`src/rtl/instr_encoder_loader_if.sv`:
```
// Field-bundle input and instruction-memory write bus of the encoder/loader.
// Latency: none, wires only.
// Backpressure: in_valid/in_ready on the field side, im_we/im_ready on the IM side.
//
// Ports (slave = loader view):
//   in_valid, in_type[3:0], in_rs/in_rt/in_rd[4:0], in_imm[25:0]  -> loader
//   in_ready                                                      <- loader
//   im_we, im_addr[31:0], im_wdata[31:0]                          <- loader
//   im_ready                                                      -> loader
interface instr_encoder_loader_if;
  logic        in_valid;
  logic        in_ready;
  logic [3:0]  in_type;
  logic [4:0]  in_rs;
  logic [4:0]  in_rt;
  logic [4:0]  in_rd;
  logic [25:0] in_imm;
  logic        im_we;
  logic [31:0] im_addr;
  logic [31:0] im_wdata;
  logic        im_ready;

  modport slave (
    input  in_valid, in_type, in_rs, in_rt, in_rd, in_imm, im_ready,
    output in_ready, im_we, im_addr, im_wdata
  );

  modport master (
    output in_valid, in_type, in_rs, in_rt, in_rd, in_imm, im_ready,
    input  in_ready, im_we, im_addr, im_wdata
  );
endinterface

```
`src/rtl/instr_encoder_loader.sv`:
```
// Encodes symbolic MIPS instructions into 32-bit words and writes them to IM.
// Latency: bundle accepted at edge N appears on im_* in cycle N+1 (FIFO empty).
// Backpressure: im_ready low fills the 4-word FIFO, then in_ready drops.
//
// Ports:
//   clk    - clock, rising edge
//   reset  - asynchronous, active-low
//   start  - 1-cycle pulse: flush FIFO, rewind address/count, clear err, enter LOAD
//   bus    - field handshake in, IM write port out (see instr_encoder_loader_if)
//   count  - words written to IM since start
//   err    - sticky: an illegal type code (14/15) was accepted
//   done   - IM capacity reached (FULL state)
module instr_encoder_loader #(
  parameter logic [31:0] BASE_ADDR  = 32'h0000_3000,
  parameter int          IM_WORDS   = 4096,
  parameter int          FIFO_DEPTH = 4
) (
  input  logic                    clk,
  input  logic                    reset,
  input  logic                    start,
  instr_encoder_loader_if.slave   bus,
  output logic [12:0]             count,
  output logic                    err,
  output logic                    done
);

  typedef enum logic [1:0] {ST_IDLE, ST_LOAD, ST_FULL} state_e;

  localparam int             PTR_W   = $clog2(FIFO_DEPTH);
  localparam logic [13:0]    CAP     = 14'(IM_WORDS);
  localparam logic [PTR_W:0] DEPTH_L = (PTR_W + 1)'(FIFO_DEPTH);
  localparam logic [PTR_W:0] PTR_ONE = (PTR_W + 1)'(1);

  state_e         state_q, state_d;
  logic [PTR_W:0] wr_ptr_q, wr_ptr_d, rd_ptr_q, rd_ptr_d;
  logic [31:0]    mem_q [FIFO_DEPTH];
  logic [31:0]    mem_d [FIFO_DEPTH];
  logic [31:0]    addr_q, addr_d;
  logic [12:0]    count_q, count_d;
  logic           err_q, err_d;

  logic [PTR_W:0] occ;
  logic           fifo_empty, fifo_full, room, in_rdy, accept, pop;
  logic [31:0]    enc_word;
  logic           enc_legal;

  // Encoder: only the fields an instruction format uses reach the word.
  always_comb begin
    enc_word  = 32'h0;
    enc_legal = 1'b1;
    case (bus.in_type)
      4'd0:  enc_word = 32'h0000_0000;
      4'd1:  enc_word = {6'h00, bus.in_rs, bus.in_rt, bus.in_rd, 5'd0, 6'h20};
      4'd2:  enc_word = {6'h00, bus.in_rs, bus.in_rt, bus.in_rd, 5'd0, 6'h22};
      4'd3:  enc_word = {6'h0D, bus.in_rs, bus.in_rt, bus.in_imm[15:0]};
      4'd4:  enc_word = {6'h0F, 5'd0, bus.in_rt, bus.in_imm[15:0]};
      4'd5:  enc_word = {6'h23, bus.in_rs, bus.in_rt, bus.in_imm[15:0]};
      4'd6:  enc_word = {6'h2B, bus.in_rs, bus.in_rt, bus.in_imm[15:0]};
      4'd7:  enc_word = {6'h04, bus.in_rs, bus.in_rt, bus.in_imm[15:0]};
      4'd8:  enc_word = {6'h03, bus.in_imm};
      4'd9:  enc_word = {6'h00, bus.in_rs, 15'd0, 6'h08};
      4'd10: enc_word = 32'h0000_000C;
      4'd11: enc_word = {6'h10, 5'd0, bus.in_rt, bus.in_rd, 11'd0};
      4'd12: enc_word = {6'h10, 5'd4, bus.in_rt, bus.in_rd, 11'd0};
      4'd13: enc_word = 32'h4200_0018;
      default: enc_legal = 1'b0;
    endcase
  end

  assign occ        = wr_ptr_q - rd_ptr_q;
  assign fifo_empty = (occ == '0);
  assign fifo_full  = (occ == DEPTH_L);
  // Words already buffered count against capacity so FULL is reached with an empty FIFO.
  assign room       = (14'(count_q) + 14'(occ)) < CAP;
  assign in_rdy     = (state_q == ST_LOAD) && !fifo_full && room;
  assign accept     = bus.in_valid && in_rdy;
  assign pop        = !fifo_empty && bus.im_ready;

  assign bus.in_ready = in_rdy;
  assign bus.im_we    = !fifo_empty;
  assign bus.im_addr  = addr_q;
  assign bus.im_wdata = fifo_empty ? 32'h0 : mem_q[rd_ptr_q[PTR_W-1:0]];
  assign count        = count_q;
  assign err          = err_q;
  assign done         = (state_q == ST_FULL);

  always_comb begin
    state_d  = state_q;
    wr_ptr_d = wr_ptr_q;
    rd_ptr_d = rd_ptr_q;
    mem_d    = mem_q;
    addr_d   = addr_q;
    count_d  = count_q;
    err_d    = err_q;
    if (start) begin
      // Restart wins over everything: buffered words and a same-cycle accept are dropped.
      state_d  = ST_LOAD;
      wr_ptr_d = '0;
      rd_ptr_d = '0;
      addr_d   = BASE_ADDR;
      count_d  = '0;
      err_d    = 1'b0;
    end else begin
      if (accept && enc_legal) begin
        mem_d[wr_ptr_q[PTR_W-1:0]] = enc_word;
        wr_ptr_d = wr_ptr_q + PTR_ONE;
      end
      if (accept && !enc_legal) begin
        err_d = 1'b1;
      end
      if (pop) begin
        rd_ptr_d = rd_ptr_q + PTR_ONE;
        addr_d   = addr_q + 32'd4;
        count_d  = count_q + 13'd1;
      end
      if ((state_q == ST_LOAD) && (14'(count_q) == CAP)) begin
        state_d = ST_FULL;
      end
    end
  end

  always_ff @(posedge clk or negedge reset) begin
    if (!reset) begin
      state_q  <= ST_IDLE;
      wr_ptr_q <= '0;
      rd_ptr_q <= '0;
      addr_q   <= BASE_ADDR;
      count_q  <= '0;
      err_q    <= 1'b0;
      for (int i = 0; i < FIFO_DEPTH; i++) begin
        mem_q[i] <= '0;
      end
    end else begin
      state_q  <= state_d;
      wr_ptr_q <= wr_ptr_d;
      rd_ptr_q <= rd_ptr_d;
      addr_q   <= addr_d;
      count_q  <= count_d;
      err_q    <= err_d;
      for (int i = 0; i < FIFO_DEPTH; i++) begin
        mem_q[i] <= mem_d[i];
      end
    end
  end

endmodule

```
`src/flat_wrapper.sv`:
```
// flat-port wrapper written by rule: the top's interface ports become plain ports
module instr_encoder_loader_flat 
#(
  parameter logic [31:0] BASE_ADDR  = 32'h0000_3000,
  parameter int          IM_WORDS   = 4096,
  parameter int          FIFO_DEPTH = 4
)
  (clk, reset, start, count, err, done, bus_in_valid, bus_in_type, bus_in_rs, bus_in_rt, bus_in_rd, bus_in_imm, bus_im_ready, bus_in_ready, bus_im_we, bus_im_addr, bus_im_wdata);
  instr_encoder_loader_if bus_i ();
  input  logic clk;
  input  logic reset;
  input  logic start;
  output logic [12:0] count;
  output logic err;
  output logic done;
  input wire logic [$bits(bus_i.in_valid)-1:0] bus_in_valid;
  input wire logic [$bits(bus_i.in_type)-1:0] bus_in_type;
  input wire logic [$bits(bus_i.in_rs)-1:0] bus_in_rs;
  input wire logic [$bits(bus_i.in_rt)-1:0] bus_in_rt;
  input wire logic [$bits(bus_i.in_rd)-1:0] bus_in_rd;
  input wire logic [$bits(bus_i.in_imm)-1:0] bus_in_imm;
  input wire logic [$bits(bus_i.im_ready)-1:0] bus_im_ready;
  output wire logic [$bits(bus_i.in_ready)-1:0] bus_in_ready;
  output wire logic [$bits(bus_i.im_we)-1:0] bus_im_we;
  output wire logic [$bits(bus_i.im_addr)-1:0] bus_im_addr;
  output wire logic [$bits(bus_i.im_wdata)-1:0] bus_im_wdata;
  assign bus_i.in_valid = bus_in_valid;
  assign bus_i.in_type = bus_in_type;
  assign bus_i.in_rs = bus_in_rs;
  assign bus_i.in_rt = bus_in_rt;
  assign bus_i.in_rd = bus_in_rd;
  assign bus_i.in_imm = bus_in_imm;
  assign bus_i.im_ready = bus_im_ready;
  assign bus_in_ready = bus_i.in_ready;
  assign bus_im_we = bus_i.im_we;
  assign bus_im_addr = bus_i.im_addr;
  assign bus_im_wdata = bus_i.im_wdata;
  instr_encoder_loader #(.BASE_ADDR(BASE_ADDR), .IM_WORDS(IM_WORDS), .FIFO_DEPTH(FIFO_DEPTH)) u_core (.clk(clk), .reset(reset), .start(start), .bus(bus_i), .count(count), .err(err), .done(done));
endmodule
```
`config.mk`:
```
export PLATFORM = sky130hd
export DESIGN_NAME = instr_encoder_loader_flat
export DESIGN_NICKNAME = d
export VERILOG_FILES = /design/src/rtl/instr_encoder_loader_if.sv /design/src/rtl/instr_encoder_loader.sv /design/src/flat_wrapper.sv
export SDC_FILE = /design/constraint.sdc
export NUM_CORES = 1
export LEC_CHECK = 0
export ABC_AREA = 1
export CAP_MARGIN = 10
export CORE_AREA = 2 2 133 135
export CTS_CLUSTER_DIAMETER = 60
export DETAILED_ROUTE_END_ITERATION = 10
export DIE_AREA = 0 0 135 137
export GPL_ROUTABILITY_DRIVEN = 0
export MAX_ROUTING_LAYER = met4
export PLACE_DENSITY = 0.92
export SLEW_MARGIN = 20
export SYNTH_ARGS = -nofsm -noshare
export SYNTH_HDL_FRONTEND = slang
export SYNTH_SLANG_ARGS = --single-unit
```
`constraint.sdc`:
```
create_clock -name clk -period 6 [get_ports clk]
set_input_delay 0.6 -clock clk [delete_from_list [all_inputs] [get_ports clk]]
set_output_delay 0.6 -clock clk [all_outputs]
set_load 0.005 [all_outputs]
```
==> summary.md <==
| Metric | Value |
|---|---|
| Post-synth EDFFs | 0 |
| Wire per inst | 16.9 um |
| H-tree depth | 4 |
| Detailed Routing Iterations Pass 1 | 8 |
| P&R area growth vs syn | 17.3% |
| Seq/Total Area, Yosys | between 40% and 50% |
| Clk root buf | clkbuf_16 |
| Via count | 10200 |
| ANT nets after route | 0 |
| CP required | 5.40 ns |
| Worst-path maximum fanout | 66 |
| CP endpoint kind | primary output |
| Setup Total Neg Slack | 0 ns |
| Mapped Cells | around 1400 |
| Largest area contributor in the netlist | dfrtp_1 |
| Initial antenna violation count | 0 |
| RSZ-0062 raised after global routing | no |
| Period utilization | 68.1% |
| Path type of the worst setup path | register to primary output |
| Max-slew headroom | between 30% and 40% |
| Die H | between 100 and 150 um |
| Hold WC Path Type | primary input to asynchronous set/reset pin |
| Fin. Hold Viols | 0 |
| Syn. warnings | 0 |
| Crit path setup slack, layout | 1.91 ns |
| Core area | 17100 sq um |
| Max cap viols | 0 |
| Largest cells by area after synthesis | dfrtp_1, nand2_1, nand3_1 |
| GRT Residual Overflow | 0 |
| Power Dens Cells | about 420 nW/um^2 |
| Port-buffer cells | 128 |
| Hold_buf cts | 0 |
| First-pass GRT wire length | roughly 47 mm |
| PostCTS Resize Cnt | 0 |
| Mapped Avg Cell Area | around 7.3 sq um |
| Cell Area, Synth | 10100 sq um |
| Top_reg_cell synth | dfrtp_1 |
| Pre-CTS setup slack | 2.22 ns |
| Clock Path Buffers | 2 |
| Most Crowded Layer GR | met2 |
| CTS Buf Count | 17 |
| Met3 Usage GRT | 6.11% |
| Initial drt markers | 1347 |
| Final wirelength | 28.6 mm |
| Synth Register Bits | 180 |
| Slew @ Worst Pin | 0.967 ns |
| Initial core utilization | 59.2% |
| Gr usage total | 32.7% |
| Arrival time at the worst endpoint | 3.49 ns |
| Netlist cell types | 41 |
| Achievable frequency | around 240 MHz |
| Final setup violation count | 0 |
| Outcome | complete, no violations |
| Post-synth top cells | nand2_1, dfrtp_1, nand3_1 |
| Lkg Pwr | 5.94 nW |
| Final HPWL DP | roughly 17 mm |
| Largest net degree at the start of global routing | 131 |
| Layout cell share with drive strength beyond 1 | 5.12% |
| Die Area | 18500 sq um |
| NumNets Final | 1515 |
| DRC viols | 0 |
| Sinks on Clock Net | 180 |
| Worst Setup Start Kind | register |
| Met1 Use GR | 42.6% |
| Asr flop ratio synth | 100% |
| Vias per inst | 6.01 |
| Met2 Track Usage GR | 51.0% |
| Fillers | 1335 |
| Peak supply drop | approximately 0.28 mV |
| # rows | between 40 and 50 |
| Number of diodes | 0 |
| Post-CTS setup buffers | 0 |
| Final min period | 4.09 ns |
| CTS tree | built |
| Reg clk slew, reported paths | about 0.07 ns |
| Via count of the first global-routing pass | about 9700 |
| Slew Limit Fails | 0 |
| Clk Latency, worst-skew pair | 0.44 ns |
| Die W | 135 um |
| Count leader, synth | nand2_1 |
| Io pins | between 100 and 150 |
| Worst Skew | 0.00813 ns |
| Top cell type's share of synthesized area | between 40% and 50% |
[worst paths after layout]
check	cells past startpoint	from	endpoint	slack, ns
worst min register to register	2	u_core.mem_q[48]	u_core.mem_q[48]	0.47
worst max-delay path	8	u_core.rd_ptr_q[0]	bus_im_wdata[2]	1.91
min in group clk	2	u_core.mem_q[48]	u_core.mem_q[48]	0.47
worst max register to register	12	u_core.rd_ptr_q[1]	u_core.bus.im_addr[16]	2.00
max in group asynchronous	2	reset	u_core.mem_q[53]	4.23
worst min-delay path	1	reset	u_core.mem_q[118]	0.27
[layer usage]
| metal | vias up | wire (um) |
|---|---|---|
| met4 | 0 | 794 |
| met5 | - | 0 |
| met2 | 698 | 13700 |
| met3 | 98 | 2940 |
| li1 | 4626 | - |
| met1 | 4749 | 11200 |
[through the flow]
| stage | std cells | util, % | power, mW | hold slack [ns] | area, sq um |
|---|---|---|---|---|---|
| after floorplan | 1378 | - | 2.99 | 0.304 | 10100 |
| after global placement | 1659 | 66.1 | 3.75 | 0.448 | 11300 |
| after detailed placement | 1659 | 66.1 | 3.83 | 0.453 | 11300 |
| after CTS | 1691 | 69.4 | 4.94 | 0.330 | 11800 |
| after global routing | 1691 | 69.4 | 5.28 | 0.366 | 11800 |
| final | 1691 | 69.4 | 4.98 | 0.269 | 11800 |
[power breakdown]
group          switching [mW]  internal [mW]  total, mW
logic                    1.32          0.831       2.15
clock network           0.488          0.605       1.09
registers               0.200           1.54       1.74
total                    2.00           2.98       4.98
[area by class of cell]
class / count / area (sq um) / share of cell area, %
Clock inverter: 11 / 103 / 0.866
Timing Repair Buffer: 138 / 1370 / 11.6
Sequential cell: 180 / 4510 / 38.1
Clock buffer: 21 / 470 / 3.97
Tap cell: 225 / 282 / 2.38
Inverter: 114 / 428 / 3.61
Multi-Input combinational cell: 1002 / 4680 / 39.5
[logic make-up (layout without fill, tap and decap cells)]
logic type               Yosys count  after routing  share of synthesized area [%]
adder cells (fa/ha/maj)           12             12                           1.56
flip-flops                       180            180                           44.6
other                              1              2                         0.0371
AO/OA/AOI/OAI                    185            185                           9.97
buffers and inverters            196            284                           9.08
XOR/XNOR                           9              9                          0.781
AND/OR/NAND/NOR                  794            794                           33.9
[flip-flops by register name (all words and copies together) (netlist names)]
register,flops
u_core.wr_ptr_q,3
u_core.bus.im_addr,30
u_core.state_q,2
u_core.err,1
u_core.rd_ptr_q,3
u_core.mem_q,128
u_core.count,13
[placed cells by master, fill, tap and decap left out, types with 19 or more instances in the layout]
cell type and n:
o22ai_1 32, nand4_1 19, o21ai_0 109, nor2_1 116
nand3_1 172, nor3_1 27, dfrtp_1 177, nand2_1 433
clkdlybuf4s50_1 127, inv_1 105
[worst max-delay path: stages, from the launching register on]
cell             delay [ns]
dfrtp_2                0.41
buf_4                  0.34
inv_1                  0.63
buf_4                  0.54
o21ai_0                0.15
o22ai_1                0.24
nand2_1                0.11
inv_1                  0.10
clkdlybuf4s50_1        0.51
(Power assumes the default switching activity.)
